===== config.mk =====
export PLATFORM = sky130hd
export DESIGN_NAME = display_scan_ctrl
export DESIGN_NICKNAME = d
export VERILOG_FILES = /design/src/rtl/display_scan_ctrl.sv
export SDC_FILE = /design/constraint.sdc
export NUM_CORES = 1
export LEC_CHECK = 0
export ABC_AREA = 1
export CELL_PAD_IN_SITES_DETAIL_PLACEMENT = 1
export CELL_PAD_IN_SITES_GLOBAL_PLACEMENT = 1
export CORE_MARGIN = 4
export CORE_UTILIZATION = 43
export DETAILED_ROUTE_END_ITERATION = 7
export PLACE_DENSITY_LB_ADDON = 0.1
export SLEW_MARGIN = 30
export SYNTH_ARGS = -nofsm -noshare
export SYNTH_HDL_FRONTEND = slang
export SYNTH_SLANG_ARGS = --single-unit

===== constraint.sdc =====
create_clock -name Clk -period 4.74 [get_ports Clk]
set_input_delay 0.948 -clock Clk [delete_from_list [all_inputs] [get_ports Clk]]
set_output_delay 0.948 -clock Clk [all_outputs]
set_load 0.005 [all_outputs]

===== src/rtl/display_scan_ctrl.sv =====
// Scan controller for a 5-digit multiplexed seven-segment display.
// Counters slice time into digit slots and brightness phases; frame-buffered data drives active-low An/Seg/Dp.
module display_scan_ctrl #(
  parameter int STEP = 6250,
  parameter int SW   = 13
) (
  input  logic        Clk,
  input  logic        Reset_n,
  input  logic        En,
  input  logic [19:0] Data,
  input  logic [4:0]  Dp_In,
  input  logic        Blank_Lz,
  input  logic [3:0]  Bright,
  output logic [4:0]  An,
  output logic [6:0]  Seg,
  output logic        Dp,
  output logic        Frame_Done
);

  logic [SW-1:0] sub_q;
  logic [3:0]    phase_q;
  logic [2:0]    digit_q;

  logic [19:0]   data_q;
  logic [4:0]    dp_q;
  logic          lz_q;
  logic [3:0]    bright_q;

  logic          sub_wrap;
  logic          phase_wrap;
  logic          frame_end;

  logic [19:0]   nib_sh_p0;
  logic          blank_p0;
  logic          vld_p0;
  logic [4:0]    an_p0;
  logic [6:0]    seg_p0;
  logic          dp_p0;

  function automatic logic [6:0] hex7(input logic [3:0] nib);
    logic [6:0] s;
    case (nib)
      4'h0: s = 7'b1000000;
      4'h1: s = 7'b1111001;
      4'h2: s = 7'b0100100;
      4'h3: s = 7'b0110000;
      4'h4: s = 7'b0011001;
      4'h5: s = 7'b0010010;
      4'h6: s = 7'b0000010;
      4'h7: s = 7'b1111000;
      4'h8: s = 7'b0000000;
      4'h9: s = 7'b0010000;
      4'hA: s = 7'b0001000;
      4'hB: s = 7'b0000011;
      4'hC: s = 7'b1000110;
      4'hD: s = 7'b0100001;
      4'hE: s = 7'b0000110;
      default: s = 7'b0001110;
    endcase
    return s;
  endfunction

  assign sub_wrap   = (sub_q == SW'(STEP - 1));
  assign phase_wrap = sub_wrap && (phase_q == 4'd15);
  assign frame_end  = phase_wrap && (digit_q == 3'd4);

  // Stage p0: scan counters, frozen while the display is disabled
  always_ff @(posedge Clk) begin
    if (!Reset_n) begin
      sub_q   <= '0;
      phase_q <= '0;
      digit_q <= '0;
    end else if (En) begin
      sub_q <= sub_wrap ? '0 : sub_q + SW'(1);
      if (sub_wrap)
        phase_q <= phase_q + 4'd1;
      if (phase_wrap)
        digit_q <= (digit_q == 3'd4) ? 3'd0 : digit_q + 3'd1;
    end
  end

  // Shadow copy follows the inputs while dark, otherwise only at frame boundaries
  always_ff @(posedge Clk) begin
    if (!Reset_n) begin
      data_q   <= '0;
      dp_q     <= '0;
      lz_q     <= 1'b0;
      bright_q <= 4'd15;
    end else if (!En || frame_end) begin
      data_q   <= Data;
      dp_q     <= Dp_In;
      lz_q     <= Blank_Lz;
      bright_q <= Bright;
    end
  end

  always_comb begin
    nib_sh_p0 = data_q >> {digit_q, 2'b00};
    blank_p0  = lz_q && (digit_q != 3'd0) && (nib_sh_p0 == '0);
    vld_p0    = En && (phase_q <= bright_q) && !blank_p0;
    an_p0     = '1;
    seg_p0    = '1;
    dp_p0     = 1'b1;
    if (vld_p0) begin
      an_p0[digit_q] = 1'b0;
      seg_p0         = hex7(nib_sh_p0[3:0]);
      dp_p0          = ~dp_q[digit_q];
    end
  end

  // Stage p1: registered display drive
  always_ff @(posedge Clk) begin
    if (!Reset_n) begin
      An         <= '1;
      Seg        <= '1;
      Dp         <= 1'b1;
      Frame_Done <= 1'b0;
    end else begin
      An         <= an_p0;
      Seg        <= seg_p0;
      Dp         <= dp_p0;
      Frame_Done <= En && frame_end;
    end
  end

endmodule

==> results of run 1 <==
==> metal layers <==
metal | global-route usage [%] | share of wire (%)
met1 | 23.34 | 43
met2 | 36.54 | 52
met3 | 5.073 | 3.3
met4 | 4.352 | 0.81
met5 | 0 | 0
==> flip-flops by register name, indices dropped and copies added, names as in the netlist <==
name        count
An              5
Dp              1
Frame_Done      1
Seg             7
bright_q        4
data_q         20
digit_q         3
dp_q            5
lz_q            1
phase_q         4
sub_q          13
==> stage by stage <==
step	area, um^2	total power, mW	utilization (%)
after floorplan	3674	0.6908	-
after global placement	4134	0.7508	50.06
after detailed placement	4134	0.7575	50.06
after CTS	4315	1.219	52.26
after global routing	4315	1.264	52.26
final	4315	1.203	52.26
==> cells by family (layout without fill, tap and decap cells) <==
kind of cell             after synthesis  after routing  synth area share (%)
AO/OA/AOI/OAI                         49             49                 8.753
flip-flops                            64             64                 34.88
buffers and inverters                 94            133                 11.55
adder cells (fa/ha/maj)               14             14                 4.768
XOR/XNOR                               6              6                 1.431
AND/OR/NAND/NOR                      304            304                 38.62
==> path summary, 6_finish.rpt <==
path / end / slack, ns / cells after the start
setup reg to reg: data_q[2] / 2.02 / 9
hold reg to reg: phase_q[3] / 0.50 / 2
setup / recovery: data_q[2] / 2.02 / 9
hold / removal: phase_q[3] / 0.50 / 2
==> final cells by class <==
class | count | area, um^2
fillers | 1097 | 3943
inverters | 72 | 275.3
repair buffers | 49 | 478.0
multi-input cells | 373 | 1968
flip-flops and latches | 64 | 1281
clock buffers | 11 | 151.4
well taps | 105 | 131.4
clock inverters | 1 | 30.03
==> cell usage in the layout, fill, tap and decap left out, types with 7 or more instances in the layout <==
cell / count
dfxtp_1: 64
inv_1: 66
clkbuf_8: 11
a21oi_2: 16
nand2_1: 123
o21ai_0: 9
nor3_1: 7
nor2_1: 69
ha_1: 14
clkdlybuf4s50_1: 45
nand4_1: 9
nand3_1: 61
nand2_2: 14
a21oi_1: 18
==> worst max-delay path: cells and delay by family (launching register included) <==
kind / cells / cell delay [ns]
flip-flops: 1 / 0.71
buffers and inverters: 3 / 0.82
AND/OR/NAND/NOR: 5 / 0.74
adder cells (fa/ha/maj): 1 / 0.30
==> where the power goes <==
| group | total, mW | switching [mW] | internal, mW |
|---|---|---|---|
| Sequential | 0.576 | 0.0135 | 0.562 |
| Clock | 0.458 | 0.198 | 0.260 |
| Combinational | 0.169 | 0.0931 | 0.0758 |
| Total | 1.20 | 0.305 | 0.898 |
==> synthesized netlist by cell type (all sizes together), types with 3 or more instances <==
master	n
nand2	138
nor2	75
inv	72
nand3	68
dfxtp	64
a21oi	34
buf	18
ha	14
nand4	10
nor3	10
o21ai	10
xor2	6
clkbuf	4
o211ai	3
==> metrics.md, run 1 <==
| Metric | Value |
|---|---|
| Status | complete, no violations |
| Final wirelength | 9291 um |
| Final GP Congestion | 0.8309 |
| DR vias/cell | 5.025 |
| Peak VDD IR | 143.2 uV |
| # Max-Cap Violations | 0 |
| Clk_lat worst skew | 0.35 ns |
| Core outline area | 8258 um^2 |
| Final HPWL DP | 6932 um |
| Setup_tns | 0 ns |
| Num CTS Buffers | 9 |
| Worst setup margin | 2.021 ns |
| Overall routing resource usage | 19.97% |
| H-tree levels | 3 |
| Grt total ovfl | 0 |
| CTS Root Cell | clkbuf_8 |
| Via count | 3392 |
| Slew HR | 54.48% |
| Die X | 100.4 um |
| Final hold viol count | 0 |
| Syn_area_per_cell | 6.918 um^2 |
| CTS tree | done |
| Clock Pin Slew Worst Setup and Hold Paths | 0.07 ns |
| Die Height | 100.4 um |
| CP dominant cell by count | nand2_1 |
| Quantity of gates resized following cts | 0 |
| DRT Pass-1 Iters | 4 |
| Max Slew Vio Count | 0 |
| Max stage delay cell, worst path | dfxtp_1 |
| Unique masters post-synth | 36 |
| Tmin final | 2.719 ns |
| Syn_nets | 578 |
| Nets | 616 |
| WP data arrival | 2.95 ns |
| Post-synth EDFFs | 0 |
| Sequential fraction of the synthesis area | 34.88% |
| Dpl ws | 1.952 ns |
| I/O Buffers | 46 |
| Wire per inst | 13.76 um |
| DRT iter0 DRCs | 103 |
| Hold Buf Count CTS | 0 |
| Ys async rst share | 0% |
| Post-CTS setup repair buffer count | 0 |
| Placed Cells | 663 |
| Post-synth top area cell | dfxtp_1 |
| Clock skew | 0.009253 ns |
| Setup violators final | 0 |
| Vias in the first global route | 3530 |
| Post-synthesis register bit count | 64 |
| Die Footprint | 10090 um^2 |
| Netlist Area Pre-Place | 3674 um^2 |
| Critical Path RT | 4.97 ns |
| Final Cycle Share | 57.37% |
| Lkg Pwr | 1.977 nW |
| Cell Rows | 33 |
| Layout area overhead | 17.47% |
| Layout cell share with drive strength beyond 1 | 12.63% |
| Remaining DRCs | 0 |
| Slew @ Worst Pin | 0.6828 ns |
| Type of origin of the critical path | flip-flop |
| Largest stage delay, worst path | 0.71 ns |
| Post-DRT Antenna Nets | 0 |
| Non-Filler Instances | 675 |
| Crit. End Element | flip-flop |
| Largest net degree at the start of global routing | 38 |
| Ant. Diodes | 0 |
| RSZ-0062 raised after global routing | no |
| Cell area power density | 278.7 nW/um^2 |
| Initial antenna violation count | 0 |
| First-pass GRT wire length | 16240 um |
| Hold Startpoint | phase_q[3] |
| Final hold slack | 0.4968 ns |
| Worst-path fanout max | 37 |
| CTS Sinks | 64 |
| Fmax | 0.3677 GHz |
| CP Cell Sequence | inv_2, ha_1, nand2_1, inv_1, nand4_2, buf_4, nand3_1, nand2_1, nor2_1 |
| Initial Util | 44.48% |
| Synth area leaders | dfxtp_1 (35%), nand2_1 (13%), nand3_1 (8.3%) |
| Top FF cell, synth | dfxtp_1 |
| Top-Level Pins | 47 |
| Yosys warns | 0 |
| RR Startpoint | digit_q[0] |
| Critical path launch point | digit_q[0] |
| CTS Buffer Depth | 2 |
| Critical path class | reg2reg |
| Hold Crit Class | reg2reg |
| Post-synth top area share | 34.88% |
| Mapped Cells | 531 |
Note: power is estimated with default switching activity, not from simulation.
==> run 2, diff against run 1 <==
--- a/config.mk
+++ b/config.mk
@@ -9,7 +9,7 @@
 export CELL_PAD_IN_SITES_DETAIL_PLACEMENT = 1
 export CELL_PAD_IN_SITES_GLOBAL_PLACEMENT = 1
 export CORE_MARGIN = 4
-export CORE_UTILIZATION = 43
+export CORE_UTILIZATION = 40
 export DETAILED_ROUTE_END_ITERATION = 7
 export PLACE_DENSITY_LB_ADDON = 0.1
 export SLEW_MARGIN = 30
==> constraint.sdc (replaced) <==
create_clock -name Clk -period 2.6 [get_ports Clk]
set_input_delay 0.52 -clock Clk [delete_from_list [all_inputs] [get_ports Clk]]
set_output_delay 0.52 -clock Clk [all_outputs]
set_load 0.005 [all_outputs]
==> run 2 against run 1 <==
  * Total power rose by 81%
  * Clock skew fell by 0.00056 ns
  * Maximum frequency increased by 19%
  * Flip-flop and latch count unchanged
  * Routed wire length increased by 2.2%
  * Combinational power grew 82%
  * Global-route usage is 1.7 points lower
  * First-iteration DRC count up 7.8%
  * Die area is 6.9% higher
  * Core utilization decreased by 3.2 points
  * Sequential power is 82% higher
  * Via count rose by 0.94%
  * Largest power group unchanged
==> metrics.md, run 2 (synthesis results as in run 1) <==
| Metric | Value |
|---|---|
| Status | complete, no violations |
| Final GP Congestion | 0.8008 |
| DRT Pass-1 Iters | 4 |
| Post-Route Utilization | 49.05% |
| Cell Int Power | 1.603 mW |
| Post-CTS setup repair buffer count | 0 |
| Reg2Reg Depth | 13 |
| Worst hold path endpoint | phase_q[3] |
| Largest Register | data_q |
| Final hold viol count | 0 |
| Cell area power density | 502.2 nW/um^2 |
| Grt total ovfl | 0 |
| Wire per inst | 13.86 um |
| Clk_lat worst skew | 0.34 ns |
| Vias in the first global route | 3535 |
| Worst R2R Setup Slack | 0.31 ns |
| Peak VDD IR | 275.8 uV |
| CTS Buffer Depth | 2 |
| Die Footprint | 10780 um^2 |
| Layout area overhead | 18.15% |
| I/O Buffers | 46 |
| Ant. Diodes | 0 |
| Via count | 3424 |
| Final Total Pwr | 2.180 mW |
| CTS Root Cell | clkbuf_8 |
| Clock Pin Slew Worst Setup and Hold Paths | 0.07 ns |
| Top-Level Pins | 47 |
| Tmin final | 2.287 ns |
| Remaining DRCs | 0 |
| Initial antenna violation count | 0 |
| Max Slew Vio Count | 0 |
| Quantity of gates resized following cts | 0 |
| Setup violators final | 0 |
| Largest net degree at the start of global routing | 38 |
| Die X | 103.8 um |
| Sw frac | 26.46% |
| H-tree levels | 3 |
| Nets | 619 |
| Final hold slack | 0.4905 ns |
| CTS tree | done |
| Post-DRT Antenna Nets | 0 |
| Sequential share of power | 48.2% |
| Fin area | 4340 um^2 |
| # Max-Cap Violations | 0 |
| Area of the multi-input gates | 1968 um^2 |
| Setup_tns | 0 ns |
| Commonest cells after routing, fill and taps aside | nand2_1 (123), nor2_1 (69), inv_1 (66), dfxtp_1 (64), nand3_1 (61) |
| Overall routing resource usage | 18.24% |
| Hold Path Stages | 2 |
| Clock share of power | 37.7% |
| DRT iter0 DRCs | 111 |
| Layout cell share with drive strength beyond 1 | 13.17% |
| Slew HR | 67.10% |
| First-pass GRT wire length | 16470 um |
| CTS Sinks | 64 |
| Final Cycle Share | 87.97% |
| Final HPWL DP | 7030 um |
| Initial Util | 41.52% |
| Num CTS Buffers | 9 |
| Filler cells | 1142 |
| Core outline area | 8848 um^2 |
| Clock skew | 0.008689 ns |
| Lkg Pwr | 1.993 nW |
| RSZ-0062 raised after global routing | no |
| Critical path class | reg2reg |
| Reg2Reg Capture Point | An[4] |
| Slew @ Worst Pin | 0.4928 ns |
| Final wirelength | 9496 um |
| Largest regs | data_q x20, sub_q x13, Seg x7 |
| Reg area | 1281 um^2 |
| Cell area after placement | 4160 um^2 |
| NetSw | 0.5769 mW |
| Hold Startpoint | phase_q[3] |
| Type of origin of the critical path | flip-flop |
| Commonest non-fill, non-tap cell in the layout | nand2_1 |
| Largest register FFs | 20 |
| Crit. End Element | flip-flop |
| Comb pwr share | 14.1% |
| Worst-path fanout max | 13 |
| DR vias/cell | 4.999 |
| Hold Buf Count CTS | 0 |
| Fmax | 0.4372 GHz |
| Critical Path RT | 2.88 ns |
| RR Startpoint | digit_q[2] |
| Die Height | 103.8 um |
| Hold Crit Class | reg2reg |
| WP data arrival | 2.57 ns |
| Cell Rows | 34 |
==> run 2: changes by cell type in the layout (fill, tap and decap cells not counted) <==
cell | previous run | this run
buf_4 | 3 | 6
clkbuf_1 | 0 | 3
clkinv_2 | 0 | 3
clkbuf_8 | 11 | 9
==> run 2: power by group through the flow <==
stage	Clock [mW]	Sequential (mW)	Combinational, mW
after floorplan	0	1.07	0.194
after global placement	0	1.07	0.300
after detailed placement	0	1.07	0.311
after CTS	0.855	1.05	0.314
after global routing	0.892	1.06	0.349
final	0.822	1.05	0.308
==> run 2: how the worst max path moves through the flow <==
stage | start | to | slack (ns) | cells after the start
after floorplan | digit_q[0] | Seg[3] | 0.56 | 18
after global placement | digit_q[2] | Dp | 0.44 | 13
after detailed placement | digit_q[2] | An[4] | 0.32 | 13
after CTS | digit_q[2] | An[4] | 0.29 | 13
after global routing | digit_q[2] | An[4] | 0.03 | 13
final | digit_q[2] | An[4] | 0.31 | 13
==> run 2: critical path, cell delays in order (launching register included) <==
cell	delay (ns)
dfxtp_1	0.63
nor2_4	0.14
nand3_1	0.10
nand2_1	0.05
nor2_1	0.30
ha_1	0.25
nand2_1	0.07
a21oi_1	0.12
nand2_1	0.06
nor2_1	0.12
nand3_2	0.10
nor2_4	0.11
nor2_4	0.10
nand2_1	0.08
==> run 2: cell type report <==
type,instances,share of cell area (%)
repair buffers,52,11.53
inverters,72,6.342
clock inverters,4,1.038
flip-flops and latches,64,29.52
well taps,108,3.113
multi-input cells,373,45.34
clock buffers,12,3.113
==> run 2: per-layer routing <==
metal | GRT usage [%] | wire length [um]
met3 | 4.540 | 283
met4 | 5.793 | 200
met2 | 32.82 | 4828
met5 | 0 | 0
met1 | 21.15 | 4183
==> run 2: metrics by stage <==
stage	setup WS (ns)	std cells
final	0.3127	685
after global routing	0.03107	685
after CTS	0.2883	685
after detailed placement	0.3181	669
after global placement	0.4376	669
after floorplan	0.5554	531
==> run 3, diff against run 2 <==
--- a/config.mk
+++ b/config.mk
@@ -8,6 +8,7 @@
 export ABC_AREA = 1
 export CELL_PAD_IN_SITES_DETAIL_PLACEMENT = 1
 export CELL_PAD_IN_SITES_GLOBAL_PLACEMENT = 1
+export CORE_ASPECT_RATIO = 1.5
 export CORE_MARGIN = 4
 export CORE_UTILIZATION = 40
 export DETAILED_ROUTE_END_ITERATION = 7
==> run 3 against run 2 <==
  * Combinational power increased by 2%
  * Total power up 15%
  * Non-clock buffer count grew 2
  * Core utilization is 1.4 points higher
  * Critical path type unchanged
  * Critical endpoint is now Dp
  * Highest routed layer unchanged
==> metrics.md, run 3 (synthesis results as in run 1) <==
| Metric | Value |
|---|---|
| Fmax | 0.4283 GHz |
| Post-DRT Antenna Nets | 0 |
| Tmin final | 2.335 ns |
| Ant. Diodes | 0 |
| Hold Startpoint | bright_q[2] |
| Die Footprint | 10810 um^2 |
| Placed Cells | 673 |
| Cell area power density | 560.6 nW/um^2 |
| Via count | 3483 |
| Post-CTS setup repair buffer count | 0 |
| Max Slew Vio Count | 0 |
| CTS tree | done |
| Quantity of gates resized following cts | 0 |
| Crit. End Element | flip-flop |
| Type of origin of the critical path | flip-flop |
| CTS Buffer Depth | 2 |
| Final wirelength | 10030 um |
| CTS Sinks | 64 |
| Final hold viol count | 0 |
| Slew HR | 65.55% |
| Slew @ Worst Pin | 0.5161 ns |
| DR vias/cell | 5.055 |
| Final Cycle Share | 89.79% |
| Worst setup margin | 0.2654 ns |
| Clk_lat worst skew | 0.33 ns |
| Status | complete, no violations |
| Layout cell share with drive strength beyond 1 | 13.64% |
| DRT iter0 DRCs | 78 |
| Core outline area | 8881 um^2 |
| Post-Route Utilization | 50.41% |
| Top-Level Pins | 47 |
| Overall routing resource usage | 19.85% |
| Non-Filler Instances | 689 |
| Lkg Pwr | 2.054 nW |
| RSZ-0062 raised after global routing | no |
| Largest regs | data_q x20, sub_q x13, Seg x7 |
| WP data arrival | 2.61 ns |
| Initial Util | 41.36% |
| First-pass GRT wire length | 17250 um |
| Initial antenna violation count | 0 |
| Die X | 86.25 um |
| Largest register FFs | 20 |
| Die Height | 125.4 um |
| Remaining DRCs | 0 |
| Commonest cells after routing, fill and taps aside | nand2_1 (123), nor2_1 (69), inv_1 (66), dfxtp_1 (64), nand3_1 (61) |
| DRT Pass-1 Iters | 4 |
| Setup violators final | 0 |
| Cell area after placement | 4190 um^2 |
| Peak VDD IR | 351.5 uV |
| Layout area overhead | 21.87% |
| Final HPWL DP | 7521 um |
| CTS Root Cell | clkbuf_16 |
| Critical path class | reg2reg |
| Nets | 621 |
| I/O Buffers | 46 |
| Final GP Congestion | 0.8186 |
| Vias in the first global route | 3775 |
| Fin area | 4477 um^2 |
| Num CTS Buffers | 9 |
| Filler cells | 1179 |
| # Max-Cap Violations | 0 |
| Dpl ws | 0.2871 ns |
| Worst-path fanout max | 13 |
| Wire per inst | 14.55 um |
| Clock Pin Slew Worst Setup and Hold Paths | 0.05 ns |
| H-tree levels | 3 |
| Clock skew | 0.005131 ns |
| Hold Crit Class | reg2reg |
| Grt total ovfl | 0 |
| Largest net degree at the start of global routing | 43 |
| Setup_tns | 0 ns |
| Hold Buf Count CTS | 0 |
| RR Startpoint | digit_q[2] |
| Commonest non-fill, non-tap cell in the layout | nand2_1 |
| Cell Rows | 42 |
| Critical path launch point | digit_q[2] |
| Critical Path RT | 2.88 ns |
| Largest Register | data_q |
-- run 3: metal layers --
layer / track usage [%] / routed length [um] / vias to the layer above
li1: - / - / 1765
met1: 21.28 / 3973 / 1650
met2: 36.76 / 5449 / 50
met3: 4.082 / 306 / 18
met4: 8.257 / 295 / 0
met5: 0 / 0 / -
-- run 3: path summary, 6_finish.rpt --
check,endpoint,slack (ns),cells past startpoint
max,Dp,0.27,13
min,bright_q[2],0.50,2
max reg2reg,Dp,0.27,13
min reg2reg,bright_q[2],0.50,2
-- run 3: area by class of cell --
class                      instances  area, um^2  share of cell area (%)
timing repair buffer              54       528.0                   11.79
clock buffer                      14       274.0                   6.121
sequential                        64        1281                   28.62
multi-input combinational        373        1968                   43.96
inverter                          72       275.3                   6.149
clock inverter                     2       12.51                  0.2795
tap                              110       137.6                   3.074
-- run 3: worst max-delay path, stage by stage (launching register included) --
cell and delay (ns):
dfxtp_1 0.64, nor2_4 0.14, nand3_1 0.12, nand2_1 0.06, nor2_1 0.28, ha_1 0.27, nand2_1 0.07, a21oi_1 0.12
nand2_1 0.06, nor2_1 0.12, nand3_2 0.11, nor2_4 0.11, nor2_4 0.10, nand2_1 0.08
-- run 3: through the flow --
| stage | hold WS (ns) | power, mW |
|---|---|---|
| global route | 0.5393 | 2.629 |
| CTS | 0.5113 | 2.546 |
| floorplan | 0.4568 | 1.259 |
| global placement | 0.4770 | 1.378 |
| detailed placement | 0.5002 | 1.388 |
| finish | 0.5039 | 2.510 |
-- run 3: where the power goes --
| part | internal (mW) | total [mW] | switching [mW] |
|---|---|---|---|
| sequential | 1.03 | 1.05 | 0.0252 |
| combinational | 0.142 | 0.314 | 0.172 |
| clock | 0.722 | 1.14 | 0.423 |
